**src/rtl/mem_arbiter_pkg.sv**
```systemverilog
// mem_arb_pkg: shared types and defaults for the memory port arbiter
package mem_arb_pkg;
    localparam int LINE_WORDS_DEF = 4;
    typedef enum logic [1:0] {IDLE, REQ, WDATA, RDATA} arb_state_t;
    typedef enum logic [1:0] {OWN_IC = 2'd0, OWN_DR = 2'd1, OWN_DW = 2'd2, OWN_NONE = 2'd3} owner_t;
endpackage

```
**src/rtl/rr_arbiter3.sv**
```systemverilog
// rr_arbiter3: combinational 3-way round-robin picker, search starts after last_grant
module rr_arbiter3 import mem_arb_pkg::*; (
    input  logic [2:0] req,
    input  owner_t     last_grant,
    output logic [2:0] grant,
    output owner_t     grant_id
);
    logic [1:0] p0, p1, p2;
    // rotate priority so the requester after the previous winner is checked first
    always_comb begin
        p0 = last_grant == OWN_IC ? 2'd1 : last_grant == OWN_DR ? 2'd2 : 2'd0;
        p1 = p0 == 2'd2 ? 2'd0 : p0 + 2'd1;
        p2 = p1 == 2'd2 ? 2'd0 : p1 + 2'd1;
        grant_id = owner_t'(req[p0] ? p0 : req[p1] ? p1 : req[p2] ? p2 : 2'd3);
        grant = grant_id == OWN_NONE ? 3'b000 : 3'b001 << grant_id;
    end
endmodule

```
**src/rtl/mem_arbiter.sv**
```systemverilog
// mem_arbiter: shares one external memory port between IC read, DR read and DW write line transactions
module mem_arbiter import mem_arb_pkg::*; #(
    parameter int ADDR_W     = 26,
    parameter int DATA_W     = 32,
    parameter int LINE_WORDS = LINE_WORDS_DEF
) (
    input  logic              clk,
    input  logic              rst_n,
    input  logic              ic_req_valid,
    input  logic [ADDR_W-1:0] ic_req_addr,
    output logic              ic_req_ready,
    output logic [DATA_W-1:0] ic_rdata,
    output logic              ic_rdata_valid,
    output logic              ic_rdata_last,
    input  logic              dr_req_valid,
    input  logic [ADDR_W-1:0] dr_req_addr,
    output logic              dr_req_ready,
    output logic [DATA_W-1:0] dr_rdata,
    output logic              dr_rdata_valid,
    output logic              dr_rdata_last,
    input  logic              dw_req_valid,
    input  logic [ADDR_W-1:0] dw_req_addr,
    output logic              dw_req_ready,
    input  logic [DATA_W-1:0] dw_wdata,
    input  logic              dw_wdata_valid,
    output logic              dw_wdata_ready,
    output logic              mem_req_valid,
    input  logic              mem_req_ready,
    output logic [ADDR_W-1:0] mem_req_addr,
    output logic              mem_req_we,
    output logic [DATA_W-1:0] mem_wdata,
    output logic              mem_wdata_valid,
    input  logic              mem_wdata_ready,
    input  logic [DATA_W-1:0] mem_rdata,
    input  logic              mem_rdata_valid,
    output logic              busy,
    output logic [1:0]        owner
);
    localparam int BW = $clog2(LINE_WORDS);
    localparam logic [BW-1:0] LAST_BEAT = BW'(LINE_WORDS - 1);

    arb_state_t        state_q, state_d;
    logic [BW-1:0]     beat_cnt_q, beat_cnt_d;
    owner_t            last_grant_q, last_grant_d, owner_q, owner_d, grant_id;
    logic [ADDR_W-1:0] addr_q, addr_d;
    logic              we_q, we_d;
    logic [2:0]        grant;
    logic              in_idle, in_req, in_wd, in_rd, ic_own, dr_own, wr_fire, rd_fire;

    rr_arbiter3 u_rr (
        .req        ({dw_req_valid, dr_req_valid, ic_req_valid}),
        .last_grant (last_grant_q),
        .grant      (grant),
        .grant_id   (grant_id)
    );

    assign in_idle = state_q == IDLE;
    assign in_req  = state_q == REQ;
    assign in_wd   = state_q == WDATA;
    assign in_rd   = state_q == RDATA;
    assign ic_own  = in_rd && owner_q == OWN_IC;
    assign dr_own  = in_rd && owner_q == OWN_DR;
    assign wr_fire = in_wd && dw_wdata_valid && mem_wdata_ready;
    assign rd_fire = in_rd && mem_rdata_valid;

    // accept pulses are masked while reset is held so every output reads idle during reset
    assign {dw_req_ready, dr_req_ready, ic_req_ready} = (rst_n && in_idle) ? grant : 3'b000;
    assign ic_rdata        = ic_own ? mem_rdata : '0;
    assign ic_rdata_valid  = ic_own && mem_rdata_valid;
    assign ic_rdata_last   = ic_own && beat_cnt_q == LAST_BEAT;
    assign dr_rdata        = dr_own ? mem_rdata : '0;
    assign dr_rdata_valid  = dr_own && mem_rdata_valid;
    assign dr_rdata_last   = dr_own && beat_cnt_q == LAST_BEAT;
    assign mem_req_valid   = in_req;
    assign mem_req_addr    = addr_q;
    assign mem_req_we      = we_q;
    assign mem_wdata       = in_wd ? dw_wdata : '0;
    assign mem_wdata_valid = in_wd && dw_wdata_valid;
    assign dw_wdata_ready  = in_wd && mem_wdata_ready;
    assign busy            = !in_idle;
    assign owner           = owner_q;

    // next-state: accept in IDLE, handshake in REQ, count beats until the line completes
    always_comb begin
        state_d      = state_q;
        beat_cnt_d   = beat_cnt_q;
        last_grant_d = last_grant_q;
        owner_d      = owner_q;
        addr_d       = addr_q;
        we_d         = we_q;
        if (in_idle && grant_id != OWN_NONE) begin
            state_d      = REQ;
            owner_d      = grant_id;
            last_grant_d = grant_id;
            we_d         = grant_id == OWN_DW;
            addr_d       = grant_id == OWN_IC ? ic_req_addr : grant_id == OWN_DR ? dr_req_addr : dw_req_addr;
        end
        if (in_req && mem_req_ready) begin
            state_d    = we_q ? WDATA : RDATA;
            beat_cnt_d = '0;
        end
        if (wr_fire || rd_fire) begin
            beat_cnt_d = beat_cnt_q + BW'(1);
            state_d    = beat_cnt_q == LAST_BEAT ? IDLE : state_q;
            owner_d    = beat_cnt_q == LAST_BEAT ? OWN_NONE : owner_q;
        end
    end

    // state registers; reset aborts any transaction in flight
    always_ff @(posedge clk or negedge rst_n) begin
        if (!rst_n) begin
            state_q      <= IDLE;
            beat_cnt_q   <= '0;
            last_grant_q <= OWN_DW;
            owner_q      <= OWN_NONE;
            addr_q       <= '0;
            we_q         <= 1'b0;
        end else begin
            state_q      <= state_d;
            beat_cnt_q   <= beat_cnt_d;
            last_grant_q <= last_grant_d;
            owner_q      <= owner_d;
            addr_q       <= addr_d;
            we_q         <= we_d;
        end
    end
endmodule
```
**config.mk**
```make
export PLATFORM = sky130hd
export DESIGN_NAME = mem_arbiter
export DESIGN_NICKNAME = d
export VERILOG_FILES = /design/src/rtl/mem_arbiter_pkg.sv /design/src/rtl/rr_arbiter3.sv /design/src/rtl/mem_arbiter.sv
export SDC_FILE = /design/constraint.sdc
export NUM_CORES = 1
export LEC_CHECK = 0
export ABC_AREA = 1
export ABC_CLOCK_PERIOD_IN_PS = 2200
export CAP_MARGIN = 20
export CORE_AREA = 2 2 112 114
export CTS_CLUSTER_DIAMETER = 40
export DETAILED_ROUTE_END_ITERATION = 7
export DIE_AREA = 0 0 114 116
export PLACE_DENSITY = 0.67
export RECOVER_POWER = 50
export SLEW_MARGIN = 20
export SYNTH_ARGS = -nofsm -noshare
export SYNTH_HDL_FRONTEND = slang
export SYNTH_SLANG_ARGS = --single-unit
```
**constraint.sdc**
```tcl
create_clock -name clk -period 2.2 [get_ports clk]
set_input_delay 0.22 -clock clk [delete_from_list [all_inputs] [get_ports clk]]
set_output_delay 0.22 -clock clk [all_outputs]
set_load 0.01 [all_outputs]
```
* Word-level counts from Yosys, hierarchy flattened
Cells that the tools add are included.
** Storage, ports and cells
- Flip-flop bits (word level) :: 35
- Bits in latches :: 0
- Bits in writable memories :: 0
- Bits in read-only memories :: 0
- Memories kept :: 0
** Operators by class
- Add/sub/neg operators :: 3
- $mul :: 0
- Div/mod/pow operators :: 0
- $lt $le $gt $ge :: 3
- Equality and inequality tests :: 13
- Shifts and indexed selects :: 1
- Muxes and demuxes :: 30
- Bitwise logic cells :: 0
- Reductions and logical operators :: 24
** Operators by type and width (number)
- $mux 32 :: 3
- $mux 26 :: 2
- $mux 2 :: 16
- $eq 2x2->1 const B :: 7
- $logic_and 1x1->1 :: 13
- $lt 2x3->1 const B :: 3
- $eq 2x1->1 const B :: 4
- $logic_not 2->1 :: 4
- $add 2x1->2 const B :: 3
- $bmux 1 s2 :: 3
- $mux 3 :: 2
- $mux 1 :: 4
- $ne 2x2->1 const B :: 2
- $reduce_and 2->1 :: 2
- $reduce_bool 2->1 :: 2
- $reduce_bool 3->1 :: 1
- $shl 1x2->3 const A :: 1
- $logic_not 1->1 :: 1
- $logic_or 1x1->1 :: 1

* Depth between registers and ports, before layout
- Word-level depth :: 17
- Depth in mapped cells :: 13
- Gate-level depth less buffers :: 12

* Hierarchy
A second synthesis with hierarchy kept.
** Second synthesis, totals
- Cell total of the unflattened synthesis :: 450
- Area, all modules :: 2830.2 um^2
** By module, submodules not included
- mem_arbiter :: instances 1, cells each 416, area an instance 2657.5 um^2
- rr_arbiter3 :: instances 1, cells each 34, area an instance 172.7 um^2

* Worst setup path after synthesis
Ideal clock, no wire load.
- Path kind :: reg-to-output
- From :: register last_grant_q[1]
- To :: output port dw_req_ready
- Arrival time :: 1.614 ns
- Path slack :: 0.366 ns
- Cell stages (with the launch flop) :: 9
- Path buffers :: 2
- Cell sequence :: dfstp_2 nor2_1 nand2_2 nand3_2 nor2_2 nor2_4 buf_6 buf_6 nor3_1
** On the way
- Word-level cells in the longest chain between the ends :: 15
** RTL lines
- start: declaration :: RTL line mem_arbiter.sv:44 : owner_t last_grant_q, last_grant_d, owner_q, owner_d, grant_id;
- start signal: assignment :: RTL line mem_arbiter.sv:121 : last_grant_q <= last_grant_d;
- $eq 2x1->1 :: RTL line rr_arbiter3.sv:11 : p0 = last_grant == OWN_IC ? 2'd1 : last_grant == OWN_DR ? 2'd2 : 2'd0;
- $mux 2 :: RTL line rr_arbiter3.sv:11
- $mux 2 * :: RTL line rr_arbiter3.sv:11
- $add 2x1->2 or $eq 2x2->1 (tied branches) :: RTL line rr_arbiter3.sv:12 : p1 = p0 == 2'd2 ? 2'd0 : p0 + 2'd1;
- $mux 2 :: RTL line rr_arbiter3.sv:12
- $add 2x1->2 or $eq 2x2->1 (tied branches) :: RTL line rr_arbiter3.sv:13 : p2 = p1 == 2'd2 ? 2'd0 : p1 + 2'd1;
- $mux 2 :: RTL line rr_arbiter3.sv:13
- $bmux 1 s2 :: RTL line rr_arbiter3.sv:14 : grant_id = owner_t'(req[p0] ? p0 : req[p1] ? p1 : req[p2] ? p2 : 2'd3);
- $mux 1 (not written as such) :: RTL line rr_arbiter3.sv:14
- $mux 2 (2 in a row) :: RTL line rr_arbiter3.sv:14
- $mux 2 * :: RTL line rr_arbiter3.sv:14
- $eq 2x2->1 or $shl 1x2->3 (tied branches) :: RTL line rr_arbiter3.sv:15 : grant = grant_id == OWN_NONE ? 3'b000 : 3'b001 << grant_id;
- $mux 3 * :: RTL line rr_arbiter3.sv:15
- $mux 3 * :: RTL line mem_arbiter.sv:67 : assign {dw_req_ready, dr_req_ready, ic_req_ready} = (rst_n && in_idle) ? grant : 3'b000;
- end: declaration :: RTL line mem_arbiter.sv:23 : output logic dw_req_ready,
Mark *: on every way between the ends. The rest lies on a longest branch, timed or not. The select of a mux whose other input is x is not followed.

* Worst setup path after layout
Same ends and word-level chain as after synthesis.

==> results_tabular.tex <==
\begin{tabular}{lr}
\hline
Metric & Value \\
\hline
\multicolumn{2}{l}{\textbf{Global routing}} \\
Met1 usage in global routing & 21.18\% \\
Most Crowded Layer GR & met2 \\
Global-route met3 utilization & around 6.7\% \\
Antenna violations before repair & 0 \\
Wire length of the first global-routing pass & around 21000 µm \\
Pin count of the biggest net entering global routing & 57 \\
GRT met2 Usage & between 30\% and 40\% \\
Overall routing resource usage & 20.42\% \\
Leftover overflow at the end of global routing & 0 \\
Number of global-route vias before repair & 4044 \\
\multicolumn{2}{l}{\textbf{Setup path}} \\
Arrival time worst endpoint & around 1.9 ns \\
Termination of the worst setup path & dw\_req\_ready \\
Launch instance of the worst register-to-register path & last\_grant\_q[1]\$\_DFFE\_PN1P\_ \\
Endpoint required time on the critical path & approximately 2.0 ns \\
Number of cells on the worst reg-to-reg path & 13 \\
Critical path origin & last\_grant\_q[1]\$\_DFFE\_PN1P\_ \\
Crit Path Class & reg2out \\
Terminus of the critical flop-to-flop path & mem\_req\_addr[24]\$\_DFFE\_PN0P\_ \\
Sort of element at the end of the critical path & output port \\
Setup slack of the worst register-to-register path & between 0.2 and 0.25 ns \\
Startpoint Class & flop \\
Critical Path Fanout Max & 5 \\
\multicolumn{2}{l}{\textbf{Yosys}} \\
Sequential area share after synthesis & between 20\% and 30\% \\
Post-synthesis area per instance & about 5.9 µm² \\
Most common cell in the synthesized netlist & sky130\_fd\_sc\_hd\_\_nor2\_1 \\
Total standard cell area after synthesis & $\sim$3000 µm² \\
Post-synth net total & approximately 670 \\
Warning count from the yosys run & 0 \\
Count of flip-flops with a built-in enable after synthesis & 0 \\
Post-Syn Instances & 520 \\
Post-synthesis sequential element count & 35 \\
Area leader, netlist & sky130\_fd\_sc\_hd\_\_dfrtp\_1 \\
Fraction of synthesis flops using an asynchronous set or reset pin & 100.0\% \\
Primary FF master, synth & sky130\_fd\_sc\_hd\_\_dfrtp\_1 \\
Main area contributors after synthesis & sky130\_fd\_sc\_hd\_\_dfrtp\_1 26\%, sky130\_fd\_sc\_hd\_\_nor2\_1 21\%, sky130\_fd\_sc\_hd\_\_nand2\_1 16\% \\
Cell types with the highest counts after synthesis & 167 x sky130\_fd\_sc\_hd\_\_nor2\_1, 127 x sky130\_fd\_sc\_hd\_\_nand2\_1, 81 x sky130\_fd\_sc\_hd\_\_inv\_1 \\
Post-synth cell types & 27 \\
Area share of the largest cell type after synthesis & a little over a quarter \\
\multicolumn{2}{l}{\textbf{Timing}} \\
Final setup violating endpoints & 0 \\
Max transition margin & between 30\% and 40\% \\
Worst Tran Pin Value & between 0.9 and 1 ns \\
Setup repair after global routing missed its margin & no \\
Final hold violations & 0 \\
Final slew viol count & 0 \\
Period Utilization, post-route & a little over nine tenths \\
Post-layout minimum cycle time & roughly 2.1 ns \\
Fmax achieved & between 0.4 and 0.5 GHz \\
Worst clock skew & between 0.003 and 0.004 ns \\
\multicolumn{2}{l}{\textbf{Placed design}} \\
GP Congestion & between 0.8 and 0.9 \\
Sum of net half-perimeters after detailed placement & 11740 µm \\
Dpl cell area & around 6000 µm² \\
PortBufs & $\sim$290 \\
Placed insts & 940 \\
\multicolumn{2}{l}{\textbf{Drt}} \\
DRT Wirelength & roughly 14000 µm \\
Number of vias per cell & between 4 and 5 \\
Final routed wire length divided by cell count & $\sim$15 µm \\
ANT nets after route & 0 \\
DRT iter0 DRCs & approximately 160 \\
Post-route DRC violation count & 0 \\
Number of search-and-repair iterations in the first detailed-routing pass & 4 \\
Overall via count from detail\_route & roughly 4100 \\
\multicolumn{2}{l}{\textbf{Status}} \\
Result of the run & finished, final reports clean \\
\multicolumn{2}{l}{\textbf{CTS}} \\
Number of CTS-inserted buffers & 5 \\
TritonCTS clock tree & done \\
Maximum number of buffers from clock root to sink & 2 \\
Clock root buffer master & sky130\_fd\_sc\_hd\_\_clkbuf\_16 \\
CTS sink cnt & 35 \\
CTS clock-pin slew for the worst setup and hold paths & around 0.050 ns \\
Worst skew pair latency & approximately 0.28 ns \\
CTS H-tree lvls & 2 \\
\multicolumn{2}{l}{\textbf{Die}} \\
Starting utilization of the core area & around 26\% \\
IO Pins & around 290 \\
DIE WIDTH & 114 µm \\
Overall die area & between 10000 and 15000 µm² \\
Number of rows created at floorplan & 40 \\
Floorplan Core Area & roughly 12000 µm² \\
Die outline height & 116 µm \\
\multicolumn{2}{l}{\textbf{Layout}} \\
Net count reported at finish & $\sim$950 \\
Final Instance Area & slightly above 6000 µm² \\
Finished Layout Cells & 950 \\
Number of antenna repair diodes & 0 \\
Layout filler cell count & $\sim$1200 \\
Final core utilization & between 50\% and 60\% \\
Area added between synthesis and finish & 102.8\% \\
Proportion of layout cells with a drive suffix above 1 & between 7 and 8\% \\
\multicolumn{2}{l}{\textbf{Run}} \\
Max-capacitance violation count & 0 \\
\multicolumn{2}{l}{\textbf{Pwr}} \\
Cell Pwr Density & roughly 1100 nW/µm² \\
Maximum ir drop on the vdd rail & 0.8164 mV \\
Leakage & between 3 and 4 nW \\
\multicolumn{2}{l}{\textbf{Worst hold path}} \\
Path category of the worst min-delay check & in2async \\
\hline
\end{tabular}
-- area by class of cell --
cell class                 count  area (µm²)  area share, %
clock buffer                   7       132.6          2.144
clock inverter                 1       5.005        0.08089
inverter                      82       307.8          4.975
multi-input combinational    375        1682          27.18
sequential                    35       879.6          14.22
tap                          147       183.9          2.973
timing repair buffer         303        2997          48.43
-- layer usage --
layer / vias to the layer above / routed length, µm
met4: 0 / 387
met5: - / 0
met1: 1841 / 5286
li1: 2101 / -
met2: 181 / 7352
met3: 16 / 1322
-- critical path: stages, from the launching register on --
cell and delay (ns):
sky130_fd_sc_hd__dfstp_2 0.58, sky130_fd_sc_hd__buf_4 0.13, sky130_fd_sc_hd__nor2_1 0.03, sky130_fd_sc_hd__nand2_1 0.06, sky130_fd_sc_hd__nand2_1 0.08, sky130_fd_sc_hd__nor2_4 0.11
sky130_fd_sc_hd__nor2_4 0.06, sky130_fd_sc_hd__buf_12 0.13, sky130_fd_sc_hd__nor3_2 0.19, sky130_fd_sc_hd__clkdlybuf4s15_2 0.25
-- worst min path at each step --
stage	endpoint	slack, ns	cells past startpoint
after CTS	mem_req_addr[3]$_DFFE_PN0P_	0.05	2
after global routing	mem_req_addr[19]$_DFFE_PN0P_	0.35	2
after global placement	mem_req_addr[21]$_DFFE_PN0P_	0.34	2
after detailed placement	mem_req_addr[19]$_DFFE_PN0P_	0.35	2
after floorplan	beat_cnt_q[0]$_DFFE_PN0P_	-0.08	0
final	mem_req_addr[19]$_DFFE_PN0P_	0.25	2
-- cell families after synthesis --
family	synth area share (%)
compound gates	1.640
fa+ha+maj	0.4101
buf+inv	16.86
flops	28.84
simple gates	52.26
-- metrics by stage --
step           hold slack (ns)  setup WS, ns  power (mW)  TNS (ns)
6_report                0.2456       0.09151       6.700         0
3_5_place_dp            0.3498       -0.1224       6.114   -0.2980
3_3_place_gp            0.3422       -0.1225       6.052   -0.3435
4_1_cts                0.05081       0.01176       6.866         0
2_1_floorplan         -0.07559        0.3660       4.136         0
5_1_grt                 0.3461      0.003034       7.304         0
-- power breakdown --
| group | total [mW] | switching [mW] | internal [mW] |
|---|---|---|---|
| clock network | 0.678 | 0.260 | 0.418 |
| logic | 4.84 | 2.71 | 2.13 |
| registers | 1.18 | 0.191 | 0.991 |
| total | 6.70 | 3.16 | 3.54 |
-- repair_timing --
action                                  in CTS  in global routing
pin swaps                                    1                  0
endpoints found under the setup margin       3                 43
hold buffers                                 0                  0
buffers inserted                             1                  1
resized for setup                            9                 15
endpoints found under the hold margin        0                  0
-- flip-flops by register name, summed over array words and instances, names as in the netlist --
register / count
mem_req_addr: 26
beat_cnt_q: 2
mem_req_we: 1
last_grant_q: 2
owner: 2
state_q: 2
-- cells in the final DEF, fill, tap and decap left out --
cell	count
sky130_fd_sc_hd__clkdlybuf4s50_1	249
sky130_fd_sc_hd__nor2_1	164
sky130_fd_sc_hd__nand2_1	126
sky130_fd_sc_hd__inv_1	80
sky130_fd_sc_hd__nand3_1	40
sky130_fd_sc_hd__dfrtp_1	32
sky130_fd_sc_hd__dlygate4sd3_1	30
sky130_fd_sc_hd__nand3_2	20
sky130_fd_sc_hd__buf_4	11
sky130_fd_sc_hd__nand2_2	5
sky130_fd_sc_hd__o21ai_0	5
sky130_fd_sc_hd__clkbuf_16	5
sky130_fd_sc_hd__clkbuf_1	5
sky130_fd_sc_hd__nor2_2	3
sky130_fd_sc_hd__nor2_4	3
sky130_fd_sc_hd__dfstp_2	3
sky130_fd_sc_hd__clkbuf_2	3
sky130_fd_sc_hd__o22ai_1	2
sky130_fd_sc_hd__buf_12	2
sky130_fd_sc_hd__clkinv_1	1
sky130_fd_sc_hd__inv_2	1
sky130_fd_sc_hd__o21ai_1	1
sky130_fd_sc_hd__nand2_4	1
sky130_fd_sc_hd__nand3_4	1
sky130_fd_sc_hd__nor3_2	1
sky130_fd_sc_hd__nand3b_1	1
sky130_fd_sc_hd__o211ai_1	1
sky130_fd_sc_hd__ha_1	1
sky130_fd_sc_hd__clkinv_2	1
sky130_fd_sc_hd__clkdlybuf4s15_2	1
sky130_fd_sc_hd__buf_2	1
sky130_fd_sc_hd__dlymetal6s2s_1	1
sky130_fd_sc_hd__buf_8	1
sky130_fd_sc_hd__buf_6	1
No activity file was read; power rests on OpenSTA's default activity.
